`src/rtl/tomasulo_pkg.sv`:
```
// Shared Tomasulo core definitions: function codes, widths and the
// reservation-station entry layout.
package tomasulo_pkg;

  localparam logic [3:0] FUNC_ADD = 4'b0000;
  localparam logic [3:0] FUNC_SUB = 4'b0001;

  localparam int DW       = 8;
  localparam int TW       = 3;
  localparam int RS_DEPTH = 3;

  typedef struct packed {
    logic          busy;
    logic [3:0]    func;
    logic [3:0]    rd;
    logic [TW-1:0] rob;
    logic [DW-1:0] vj;
    logic [DW-1:0] vk;
    logic [TW-1:0] qj;
    logic [TW-1:0] qk;
    logic          rj;
    logic          rk;
  } rs_entry_t;

endpackage

```
`src/rtl/rs_prio_sel.sv`:
```
// Lowest-index-wins priority encoder used for free-slot and ready-entry picks.
module rs_prio_sel #(
  parameter int N = 3
) (
  input  logic [N-1:0] req,
  output logic         found,
  output logic [2:0]   idx
);

  always_comb begin
    found = |req;
    idx   = '0;
    // Walk downward so the lowest requesting index is the last assignment.
    for (int i = N - 1; i >= 0; i--) begin
      if (req[i]) idx = 3'(i);
    end
  end

endmodule

```
`src/rtl/add_rs_dispatch.sv`:
```
// Add/sub reservation station: holds issued ops, snoops the CDB for missing
// operands and dispatches the lowest-index ready entry once per cycle.
module add_rs_dispatch #(
  parameter int DEPTH = tomasulo_pkg::RS_DEPTH,
  parameter int DW    = tomasulo_pkg::DW,
  parameter int TW    = tomasulo_pkg::TW
) (
  input  logic          clk2,
  input  logic          rst_n,
  input  logic          flush,
  input  logic          iss_valid,
  output logic          iss_ready,
  input  logic [3:0]    iss_func,
  input  logic [3:0]    iss_rd,
  input  logic [TW-1:0] iss_rob,
  input  logic          iss_j_rdy,
  input  logic          iss_k_rdy,
  input  logic [DW-1:0] iss_vj,
  input  logic [DW-1:0] iss_vk,
  input  logic [TW-1:0] iss_qj,
  input  logic [TW-1:0] iss_qk,
  input  logic          cdb_valid,
  input  logic [TW-1:0] cdb_tag,
  input  logic [DW-1:0] cdb_data,
  input  logic          exec_free,
  output logic          ex_b,
  output logic [2:0]    rs_index,
  output logic [DW-1:0] rs1_data,
  output logic [DW-1:0] rs2_data,
  output logic [3:0]    func,
  output logic [TW-1:0] rob_ind,
  output logic [3:0]    rd,
  output logic [1:0]    add_count
);
  import tomasulo_pkg::*;

  rs_entry_t        ent_q [DEPTH];
  logic [DEPTH-1:0] free_vec;
  logic [DEPTH-1:0] rdy_vec;
  logic             free_found, rdy_found;
  logic [2:0]       free_idx, rdy_idx;
  logic             do_issue, do_disp;
  rs_entry_t        win;

  logic [1:0]    count_reg, count_next;
  logic          ex_b_reg;
  logic [2:0]    rs_index_reg;
  logic [DW-1:0] rs1_reg, rs2_reg;
  logic [3:0]    func_reg, rd_reg;
  logic [TW-1:0] rob_reg;

  rs_prio_sel #(.N(DEPTH)) u_free_sel (.req(free_vec), .found(free_found), .idx(free_idx));
  rs_prio_sel #(.N(DEPTH)) u_rdy_sel  (.req(rdy_vec),  .found(rdy_found),  .idx(rdy_idx));

  // The slot freed by a dispatch only becomes visible through count_reg next cycle.
  assign iss_ready = (count_reg != 2'(DEPTH));
  assign do_issue  = iss_valid && iss_ready && free_found;
  assign do_disp   = exec_free && rdy_found;

  for (genvar gi = 0; gi < DEPTH; gi++) begin : g_ent
    rs_entry_t ent_reg, ent_next;

    always_comb begin
      ent_next = ent_reg;
      if (flush) begin
        ent_next.busy = 1'b0;
      end else if (do_disp && rdy_idx == 3'(gi)) begin
        ent_next.busy = 1'b0;
      end else if (do_issue && free_idx == 3'(gi)) begin
        ent_next.busy = 1'b1;
        ent_next.func = iss_func;
        ent_next.rd   = iss_rd;
        ent_next.rob  = iss_rob;
        ent_next.qj   = iss_qj;
        ent_next.qk   = iss_qk;
        ent_next.rj   = iss_j_rdy || (cdb_valid && iss_qj == cdb_tag);
        ent_next.rk   = iss_k_rdy || (cdb_valid && iss_qk == cdb_tag);
        ent_next.vj   = (!iss_j_rdy && cdb_valid && iss_qj == cdb_tag) ? cdb_data : iss_vj;
        ent_next.vk   = (!iss_k_rdy && cdb_valid && iss_qk == cdb_tag) ? cdb_data : iss_vk;
      end else if (ent_reg.busy && cdb_valid) begin
        if (!ent_reg.rj && ent_reg.qj == cdb_tag) begin
          ent_next.rj = 1'b1;
          ent_next.vj = cdb_data;
        end
        if (!ent_reg.rk && ent_reg.qk == cdb_tag) begin
          ent_next.rk = 1'b1;
          ent_next.vk = cdb_data;
        end
      end
    end

    always_ff @(posedge clk2 or negedge rst_n) begin
      if (!rst_n) ent_reg <= '0;
      else        ent_reg <= ent_next;
    end

    assign ent_q[gi]    = ent_reg;
    assign free_vec[gi] = !ent_reg.busy;
    assign rdy_vec[gi]  = ent_reg.busy && ent_reg.rj && ent_reg.rk;
  end

  always_comb begin
    win = '0;
    for (int i = 0; i < DEPTH; i++) begin
      if (rdy_idx == 3'(i)) win = ent_q[i];
    end
  end

  always_comb begin
    count_next = count_reg + 2'(do_issue) - 2'(do_disp);
    if (flush) count_next = '0;
  end

  always_ff @(posedge clk2 or negedge rst_n) begin
    if (!rst_n) begin
      count_reg    <= '0;
      ex_b_reg     <= 1'b0;
      rs_index_reg <= '0;
      rs1_reg      <= '0;
      rs2_reg      <= '0;
      func_reg     <= '0;
      rob_reg      <= '0;
      rd_reg       <= '0;
    end else begin
      count_reg <= count_next;
      ex_b_reg  <= do_disp && !flush;
      if (do_disp && !flush) begin
        rs_index_reg <= rdy_idx;
        rs1_reg      <= win.vj;
        rs2_reg      <= win.vk;
        func_reg     <= win.func;
        rob_reg      <= win.rob;
        rd_reg       <= win.rd;
      end
    end
  end

  assign ex_b      = ex_b_reg;
  assign rs_index  = rs_index_reg;
  assign rs1_data  = rs1_reg;
  assign rs2_data  = rs2_reg;
  assign func      = func_reg;
  assign rob_ind   = rob_reg;
  assign rd        = rd_reg;
  assign add_count = count_reg;

endmodule

```
`config.mk`:
```
export PLATFORM = sky130hd
export DESIGN_NAME = add_rs_dispatch
export DESIGN_NICKNAME = d
export VERILOG_FILES = /design/src/rtl/tomasulo_pkg.sv /design/src/rtl/rs_prio_sel.sv /design/src/rtl/add_rs_dispatch.sv
export SDC_FILE = /design/constraint.sdc
export NUM_CORES = 1
export LEC_CHECK = 0
export BUFFER_PORTS_ARGS = -buffer_cell sky130_fd_sc_hd__buf_2
export CORE_ASPECT_RATIO = 1.1
export CORE_MARGIN = 3
export CORE_UTILIZATION = 59
export DETAILED_ROUTE_END_ITERATION = 10
export PLACE_DENSITY = 0.85
export SYNTH_ARGS = -nofsm -noshare
export SYNTH_HDL_FRONTEND = slang
export SYNTH_SLANG_ARGS = --single-unit
```
`constraint.sdc`:
```
create_clock -name clk2 -period 2.5 [get_ports clk2]
set_input_delay 0.125 -clock clk2 [delete_from_list [all_inputs] [get_ports clk2]]
set_output_delay 0.125 -clock clk2 [all_outputs]
set_load 0.03 [all_outputs]
```
== Yosys cells after proc, flatten, opt, wreduce, memory -nomap -nowiden ==
Cells that the tools add are included.
Word-level totals
  logic and storage cells: 172
  output and inout bits: 34
  register bits after elaboration: 141
  input bits: 52
Operators by class
  muxes and demuxes: 45
  add/sub/neg operators: 2
  bitwise logic cells: 4
  reduce and logical (&&, ||, !) cells: 70
  equality and inequality tests: 13
Operators by type and width (count)
  two-way mux 35 bit: 3
  two-way mux 16 bit: 6
  two-way mux 8 bit: 8
  two-way mux 12 bit: 3
  logical AND 1 bit: 31
  two-way mux 2 bit: 13
  == test 3 bit: 8
  AND reduction 4 bit: 6
  nonzero test 2 bit: 9
  logical NOT 1 bit: 12
  two-way mux 1 bit: 12
  AND reduction 3 bit: 3
  nonzero test 3 bit: 3
  == test 3 x 1 -> 1 bit (second input constant): 2
  == test 3 x 2 -> 1 bit (second input constant): 2
  logical NOT 3 bit: 2
  OR reduction 3 bit: 2
  NOT 1 bit: 4
  adder 2 x 1 -> 2 bit: 1
  logical OR 1 bit: 2
  != test 2 bit (second input constant): 1
  subtractor 2 x 1 -> 2 bit: 1

== Depth between registers and ports, before layout ==
Gate-level depths: netlist of the first run.
  depth after elaboration: 9
  depth in mapped cells: 11
  depth with buffers taken out: 9

== By module ==
A second synthesis of the first run with hierarchy kept.
Unflattened totals
  cells, all modules: 672
  area, all modules: 7728.7 sq um
By module, submodules not included
  add_rs_dispatch: cells an instance 662, sequential area each 3528.4 sq um, times used 1, area an instance 7666.1 sq um
  rs_prio_sel: cells an instance 5, sequential area each 0.0 sq um, times used 2, area an instance 31.3 sq um

== Worst setup path after synthesis of the first run ==
No wires, ideal clock.
  path type: register to register
  from: reg g_ent[0].ent_reg, in the netlist ent_q[107]
  to: reg count_reg[0] (netlist: add_count[0])
  stages on the path, launching flop included: 11
  slack: 369 ps
  clock period less this slack: 2131 ps
  buffers on the path: 2
  library setup time: 131 ps
  arrival: 2000 ps
  cell sequence: dfrtp_1 -> buf_4 -> and3_1 -> nor2_1 -> clkbuf_1 -> inv_1 -> o21a_1 -> ha_1 -> inv_1 -> ha_1 -> nor2b_1
Between the ends
  longest elaborated chain between the ends: 6
  elaborated cells on any way between the ends: 10
  those cells by class: add/sub: 2; mux: 1; reduce/logical: 7
RTL lines
  start, declared: line add_rs_dispatch.sv:61  | rs_entry_t ent_reg, ent_next;
  start signal, assigned: line add_rs_dispatch.sv:94  | else ent_reg <= ent_next;
  logical NOT 1 bit or logical AND 1 bit (tied branches): line add_rs_dispatch.sv:98, add_rs_dispatch.sv:99
  OR reduction 3 bit or logical AND 1 bit (tied branches): line rs_prio_sel.sv:11, add_rs_dispatch.sv:99
  logical AND 1 bit or OR reduction 3 bit (tied branches): line add_rs_dispatch.sv:57, rs_prio_sel.sv:11
  adder 2 x 1 -> 2 bit or logical AND 1 bit (tied branches): line add_rs_dispatch.sv:110, add_rs_dispatch.sv:58
  subtractor 2 x 1 -> 2 bit (*): line add_rs_dispatch.sv:110  | count_next = count_reg + 2'(do_issue) - 2'(do_disp);
  two-way mux 2 bit (*): line add_rs_dispatch.sv:111  | if (flush) count_next = '0;
  named net count_next[0]: line add_rs_dispatch.sv:45  | logic [1:0] count_reg, count_next;
  end signal, assigned: line add_rs_dispatch.sv:125  | count_reg <= count_next;
  end, declared: line add_rs_dispatch.sv:45
Mark *: on every way through the listed nets, which the timed path passes. The rest lies on a longest branch.
A chain may end at the register's enable or synchronous reset.

== Final worst setup path of the first run ==
  from: reg g_ent[1].ent_reg, in the netlist ent_q[71]
  to: reg rs1_reg[2] (netlist: rs1_data[2])
Between the ends
  longest elaborated chain between the ends: 8
  elaborated cells on any way between the ends: 13
  those cells by class: eq/ne: 2; mux: 5; reduce/logical: 6
RTL lines
  start, declared: line add_rs_dispatch.sv:61
  start signal, assigned: line add_rs_dispatch.sv:94
  logical AND 1 bit (*) (2 in a row): line add_rs_dispatch.sv:99  | assign rdy_vec[gi] = ent_reg.busy && ent_reg.rj && ent_reg.rk;
  two-way mux 2 bit (2 in a row): line rs_prio_sel.sv:15  | if (req[i]) idx = 3'(i);
  logical NOT 3 bit: line add_rs_dispatch.sv:105  | if (rdy_idx == 3'(i)) win = ent_q[i];
  two-way mux 35 bit (3 in a row): line add_rs_dispatch.sv:105
  end signal, assigned: line add_rs_dispatch.sv:129  | rs1_reg <= win.vj;
  end, declared: line add_rs_dispatch.sv:48  | logic [DW-1:0] rs1_reg, rs2_reg;
Every way passes the cells marked *; elsewhere a longest branch is shown, timed or not.

==> flow_metrics.env, run 1 <==
export IMPL_status="complete, no violations"
export IMPL_row_count=42
export IMPL_dieWidth_um=114
export IMPL_postCtsSetupBuffers=0
export IMPL_drc_errors=0
export IMPL_setup_tns_ns=0
export IMPL_wire_length_of_the_first_global_routing_pass_um=35100
export IMPL_drt_total_wl_um=22200
export IMPL_final_net_count=831
export IMPL_grt_antenna_before_repair=0
export IMPL_worstHoldPathType="input pin to register"
export IMPL_ant_nets=0
export IMPL_timing_rr_start="ent_q[71]"
export IMPL_max_clock_freq_mhz=466
export IMPL_syn_cell_area_um2=7600
export IMPL_final_hold_violation_count=0
export IMPL_critPathLaunch="ent_q[71]"
export IMPL_slew_headroom=0.561
export IMPL_drt_pre_antenna_iters=6
export IMPL_post_synth_inst_count=685
export IMPL_overall_fraction_of_global_route_tracks_in_use=0.316
export IMPL_initial_core_util=0.618
export IMPL_globalplace_congestion=0.960
export IMPL_antenna_diode_count=0
export IMPL_initialDrtViolationCount=855
export IMPL_seqPwrFrac=0.416
export IMPL_final_layout_size_suffix_gt1_frac=0.301
export IMPL_die_height_um=125
export IMPL_yosysTopAreaCellShare=0.461
export IMPL_cts_made_buffers=17
export IMPL_syn2layout_area_growth_pct=16.5
export IMPL_skew_ns=0.00674
export IMPL_htree_num_levels=4
export IMPL_final_cell_mix="140 x sky130_fd_sc_hd__dfrtp_1, 83 x sky130_fd_sc_hd__buf_2, 67 x sky130_fd_sc_hd__mux2_2, 59 x sky130_fd_sc_hd__o21ai_0, 49 x sky130_fd_sc_hd__nand3_1"
export IMPL_dpl_cell_area_um2=8150
export IMPL_max_ffs_per_register=108
export IMPL_p_int_uw=5670
export IMPL_finalCriticalPeriod_ns=2.15
export IMPL_critical_path_startpoint_type="register"
export IMPL_worst_endpoint_arrival_ns=2.44
export IMPL_postLayoutSetupSlackWorst_ns=0.353
export IMPL_p_leak_uw=0.00402
export IMPL_syn_num_nets=739
export IMPL_final_common_cell="sky130_fd_sc_hd__dfrtp_1"
export IMPL_grt_start_max_net_pins=67
export IMPL_fp_dieArea_um2=14300
export IMPL_dr_total_vias=6485
export IMPL_max_cap_viol_count=0
export IMPL_fp_coreArea_um2=12300
export IMPL_power_density_nw_per_um2=965
export IMPL_cts_num_sinks=140
export IMPL_end_kind="register"
export IMPL_power_ir_vdd_worst_mv=0.667
export IMPL_holdBufCountCts=14
export IMPL_ys_types=56
export IMPL_post_cts_resized_instances=0
export IMPL_clock_root_buffer="sky130_fd_sc_hd__clkbuf_16"
export IMPL_p_sw_frac=0.336
export IMPL_layout_worst_path_cycle_share=0.859
export IMPL_layout_cell_area_non_filler_um2=8860
export IMPL_worst_path_required_ns=2.79
export IMPL_slew_violations=0
export IMPL_setup_viol_count_final=0
export IMPL_buffer_ports_inserted=84
export IMPL_detailedPlacementHpwl_um=14300
export IMPL_yosys_warnings=0
export IMPL_yosysTopAreaCell="sky130_fd_sc_hd__dfrtp_1"
export IMPL_worst_slew_pin_transition_ns=0.657
export IMPL_p_switching_uw=2870
export IMPL_ys_seq_area_frac=0.461
export IMPL_clock_insertion_delay_at_the_later_pin_of_the_skew_report_ns=0.43
export IMPL_share_comb_of_total_power=0.293
export IMPL_tritoncts="done"
export IMPL_cts_buffer_depth=2
export IMPL_rsz_0062_raised_after_global_routing="no"
export IMPL_number_of_global_route_vias_before_repair=6588
export IMPL_synth_area_per_cell_um2=11.1
export IMPL_critical_path_class="register to register"
export IMPL_post_drt_via_cell_ratio=6.87
export IMPL_num_io_pins=86
export IMPL_worst_hold_slack_ns=0.0188
export IMPL_wl_per_cell_um=23.5
export IMPL_clock_pin_slew_reported_for_the_worst_setup_and_hold_paths_after_clock_tree_synthesis_ns=0.06
export IMPL_cp_max_fo=32
export IMPL_hold_path_startpoint="iss_qk[0]"
export IMPL_preCtsSetupSlack_ns=0.467
export IMPL_postSynthRegisterBits=140
export IMPL_grt_overflow=0
export IMPL_synthTopCellsByArea="sky130_fd_sc_hd__dfrtp_1 46%, sky130_fd_sc_hd__mux2_2 9.9%, sky130_fd_sc_hd__o211ai_1 4.7%"
export IMPL_p_clk_frac=0.292
logic make-up after synthesis:
family                     count (synthesis)  share of synthesized area
AOI/OAI and AO/OA                        180                      0.161
adders and majority gates                  2                    0.00329
other                                      1                   0.000494
muxes                                    100                      0.152
buffers and inverters                     62                     0.0471
DFF                                      140                      0.461
and+or+nand+nor                          174                      0.135
xor gates and xnor gates                  26                     0.0403
critical path: stages (launching register included):
cell,delay [ns]
sky130_fd_sc_hd__dfrtp_1,0.48
sky130_fd_sc_hd__and3_4,0.49
sky130_fd_sc_hd__nor2_2,0.07
sky130_fd_sc_hd__buf_4,0.27
sky130_fd_sc_hd__a221oi_1,0.52
sky130_fd_sc_hd__o21ai_1,0.16
path summary, 6_finish.rpt:
| path | endpoint | slack [ns] | depth (start not counted) |
|---|---|---|---|
| max | rs1_data[2] | 0.35 | 5 |
| min | ent_q[2] | 0.02 | 2 |
| max reg2reg | rs1_data[2] | 0.35 | 5 |
| min reg2reg | func[3] | 0.48 | 2 |
| max in group asynchronous | ent_q[87] | 1.49 | 3 |
| min in group asynchronous | rob_ind[2] | 0.26 | 2 |
layer usage:
| metal | wire, um | global-route usage |
|---|---|---|
| met3 | 2380 | 0.0933 |
| met1 | 8540 | 0.410 |
| met2 | 10400 | 0.489 |
| met4 | 796 | 0.145 |
| met5 | 0 | 0 |
power groups by stage:
stage          combinational, uW  clock, uW  sequential [uW]
2_1_floorplan               1320          0             3840
3_3_place_gp                2350          0             3490
3_5_place_dp                2440          0             3560
4_1_cts                     2480       2510             3530
5_1_grt                     2670       2610             3630
6_report                    2500       2490             3550
synthesized netlist by cell type (all sizes together):
cell type     number
dfrtp            140
mux2             100
o21ai             82
nand3             50
o211ai            50
nand2             34
and3              30
a221oi            27
buf               27
clkbuf            26
and3b             19
nand4             18
xnor2             13
xor2              13
inv                7
a21oi              6
nor2               5
nand3b             4
nor2b              4
nor4               4
a22oi              3
o21a               3
a2bb2oi            2
a41oi              2
and4               2
ha                 2
a21bo              1
a21boi             1
a311oi             1
a31oi              1
and2               1
and2b              1
conb               1
dlygate4sd1        1
dlymetal6s2s       1
nand2b             1
nor3               1
o31ai              1
final cells by class:
class | instances | area [um2]
flip-flops and latches | 140 | 3500
fillers | 850 | 3440
multi-input cells | 483 | 3760
inverters | 7 | 26.3
well taps | 154 | 193
repair buffers | 128 | 805
clock buffers | 24 | 452
clock inverters | 8 | 118
through the flow:
| step | total power [uW] | util | cells |
|---|---|---|---|
| final | 8550 | 0.720 | 944 |
| after global routing | 8910 | 0.720 | 944 |
| after CTS | 8520 | 0.720 | 944 |
| after detailed placement | 6000 | 0.662 | 898 |
| after global placement | 5840 | 0.662 | 898 |
| after floorplan | 5160 | - | 685 |
(Power assumes the default switching activity.)
==> run 2, diff against run 1 <==
Settings changed: BUFFER_PORTS_ARGS -buffer_cell sky130_fd_sc_hd__buf_2 to -buffer_cell sky130_fd_sc_hd__buf_4.
==> run 2 against run 1 <==
Effect of this change:
- wire length fell by 1.7%
- combinational power rose by 5%
- via count fell by 2.3%
- sequential share of layout area fell by 1.6 points
- maximum frequency fell by 2.9%
- total power rose by 5.3%
- design area rose by 4.4%
- sequential cell count did not move
- hold slack improved by 0.0026 ns
- register-to-register slack got worse by 0.06 ns
- clock skew rose by 0.0025 ns
- die area did not move
==> flow_metrics.env, run 2 (same netlist as run 1, synthesis figures left out) <==
export IMPL_hold_depth=2
export IMPL_number_of_global_route_vias_before_repair=6605
export IMPL_layout_worst_path_cycle_share=0.885
export IMPL_share_comb_of_total_power=0.292
export IMPL_max_cap_viol_count=0
export IMPL_clock_insertion_delay_at_the_later_pin_of_the_skew_report_ns=0.44
export IMPL_p_switching_uw=2930
export IMPL_slew_violations=0
export IMPL_final_net_count=838
export IMPL_fp_dieArea_um2=14300
export IMPL_layout_cell_area_non_filler_um2=9240
export IMPL_initial_core_util=0.618
export IMPL_max_clock_freq_mhz=452
export IMPL_grt_start_max_net_pins=70
export IMPL_drt_pre_antenna_iters=7
export IMPL_clock_pin_slew_reported_for_the_worst_setup_and_hold_paths_after_clock_tree_synthesis_ns=0.06
export IMPL_globalplace_congestion=0.919
export IMPL_cp_max_fo=14
export IMPL_hold_path_startpoint="flush"
export IMPL_timing_rr_start="ent_q[107]"
export IMPL_p_int_uw=6070
export IMPL_final_cell_mix="140 x sky130_fd_sc_hd__dfrtp_1, 112 x sky130_fd_sc_hd__buf_4, 67 x sky130_fd_sc_hd__mux2_2, 59 x sky130_fd_sc_hd__o21ai_0, 49 x sky130_fd_sc_hd__nand3_1"
export IMPL_critical_path_class="register to register"
export IMPL_use_met1=0.422
export IMPL_final_common_cell="sky130_fd_sc_hd__dfrtp_1"
export IMPL_num_io_pins=86
export IMPL_setup_viol_count_final=0
export IMPL_grt_busiest_layer="met2"
export IMPL_initialDrtViolationCount=662
export IMPL_p_sw_frac=0.325
export IMPL_cts_made_buffers=17
export IMPL_clock_root_buffer="sky130_fd_sc_hd__clkbuf_16"
export IMPL_slew_headroom=0.587
export IMPL_detailedPlacementHpwl_um=14400
export IMPL_critical_path_startpoint_type="register"
export IMPL_min_to="add_count[1]"
export IMPL_tritoncts="done"
export IMPL_end_kind="register"
export IMPL_fillerInstances=823
export IMPL_preCtsSetupSlack_ns=0.343
export IMPL_skew_ns=0.00927
export IMPL_dpl_cell_area_um2=8390
export IMPL_dr_total_vias=6339
export IMPL_row_count=42
export IMPL_wl_per_cell_um=22.9
export IMPL_finalCriticalPeriod_ns=2.21
export IMPL_worst_endpoint_arrival_ns=2.52
export IMPL_drc_errors=0
export IMPL_power_ir_vdd_worst_mv=0.865
export IMPL_syn2layout_area_growth_pct=21.6
export IMPL_buffer_ports_inserted=84
export IMPL_final_hold_violation_count=0
export IMPL_wire_length_of_the_first_global_routing_pass_um=35400
export IMPL_antenna_diode_count=0
export IMPL_die_height_um=125
export IMPL_worstHoldPathType="input pin to register"
export IMPL_p_clk_frac=0.313
export IMPL_htree_num_levels=4
export IMPL_power_density_nw_per_um2=974
export IMPL_dpl_cell_count=900
export IMPL_layout_cells_non_filler=951
export IMPL_ant_nets=0
export IMPL_postLayoutSetupSlackWorst_ns=0.288
export IMPL_met3_usage_grt=0.0870
export IMPL_dieWidth_um=114
export IMPL_max_ffs_per_register=108
export IMPL_overall_fraction_of_global_route_tracks_in_use=0.320
export IMPL_setup_tns_ns=0
export IMPL_grt_antenna_before_repair=0
export IMPL_fp_coreArea_um2=12300
export IMPL_cts_buffer_depth=2
export IMPL_worst_path_required_ns=2.81
export IMPL_grt_overflow=0
export IMPL_setup_reg_to_reg_worst_slack_ns=0.29
export IMPL_status="complete, no violations"
export IMPL_worst_r2r_endpoint="ent_q[18]"
export IMPL_rsz_0062_raised_after_global_routing="no"
export IMPL_worst_slew_pin_transition_ns=0.620
export IMPL_final_layout_size_suffix_gt1_frac=0.307
export IMPL_global_routing_usage_on_met2=0.502
export IMPL_post_drt_via_cell_ratio=6.67
export IMPL_post_cts_resized_instances=0
export IMPL_p_leak_uw=0.00415
export IMPL_drt_total_wl_um=21800
export IMPL_cts_num_sinks=140
export IMPL_path_depth_of_the_worst_reg2reg_path=5
export IMPL_seqPwrFrac=0.396
==> run 2: final cells by class <==
type | instances | area [um2] | area share
Tap cell | 154 | 193 | 0.0209
Clock buffer | 20 | 447 | 0.0483
Clock inverter | 12 | 210 | 0.0227
Timing Repair Buffer | 135 | 1100 | 0.119
Multi-Input combinational cell | 483 | 3760 | 0.407
Inverter | 7 | 26.3 | 0.00284
Sequential cell | 140 | 3500 | 0.379
==> run 2: worst max path at each step <==
stage | end | cells past startpoint | startpoint | slack (ns)
floorplan | add_count[0] | 10 | ent_q[107] | 0.37
global placement | ent_q[21] | 5 | ent_q[107] | 0.42
detailed placement | ent_q[95] | 4 | add_count[1] | 0.34
CTS | ent_q[95] | 4 | add_count[1] | 0.33
global route | ent_q[88] | 4 | add_count[1] | 0.23
finish | ent_q[18] | 5 | ent_q[107] | 0.29
==> run 2: timing repair <==
| item | in CTS | in global routing |
|---|---|---|
| hold endpoints to repair | 93 | 0 |
| setup endpoints to repair | 0 | 0 |
| setup buffers | 0 | 0 |
| hold buffers | 19 | 0 |
==> run 2: through the flow <==
| stage | utilization | hold WS [ns] | power [uW] |
|---|---|---|---|
| floorplan | - | -0.171 | 5160 |
| global placement | 0.683 | 0.0514 | 6000 |
| detailed placement | 0.683 | 0.0528 | 6150 |
| CTS | 0.752 | 0.000758 | 9010 |
| global route | 0.752 | 0.0229 | 9410 |
| finish | 0.752 | 0.0214 | 9000 |
==> run 2: layer usage <==
metal	vias up	wire length, um
met2	369	10500
met4	0	674
met1	3115	8730
met5	-	0
met3	71	1910
li1	2784	-
==> run 2: power groups by stage <==
| stage | sequential [uW] | combinational (uW) | clock (uW) |
|---|---|---|---|
| 6_report | 3560 | 2630 | 2810 |
| 5_1_grt | 3650 | 2820 | 2940 |
| 4_1_cts | 3550 | 2620 | 2840 |
| 3_5_place_dp | 3570 | 2570 | 0 |
| 3_3_place_gp | 3510 | 2490 | 0 |
| 2_1_floorplan | 3840 | 1320 | 0 |
==> run 2: critical path, stage by stage, from the launching register on <==
cell,delay [ns]
sky130_fd_sc_hd__dfrtp_1,0.49
sky130_fd_sc_hd__buf_4,0.29
sky130_fd_sc_hd__nand3b_1,0.36
sky130_fd_sc_hd__o21ai_0,0.38
sky130_fd_sc_hd__o211ai_1,0.24
sky130_fd_sc_hd__mux2_2,0.32
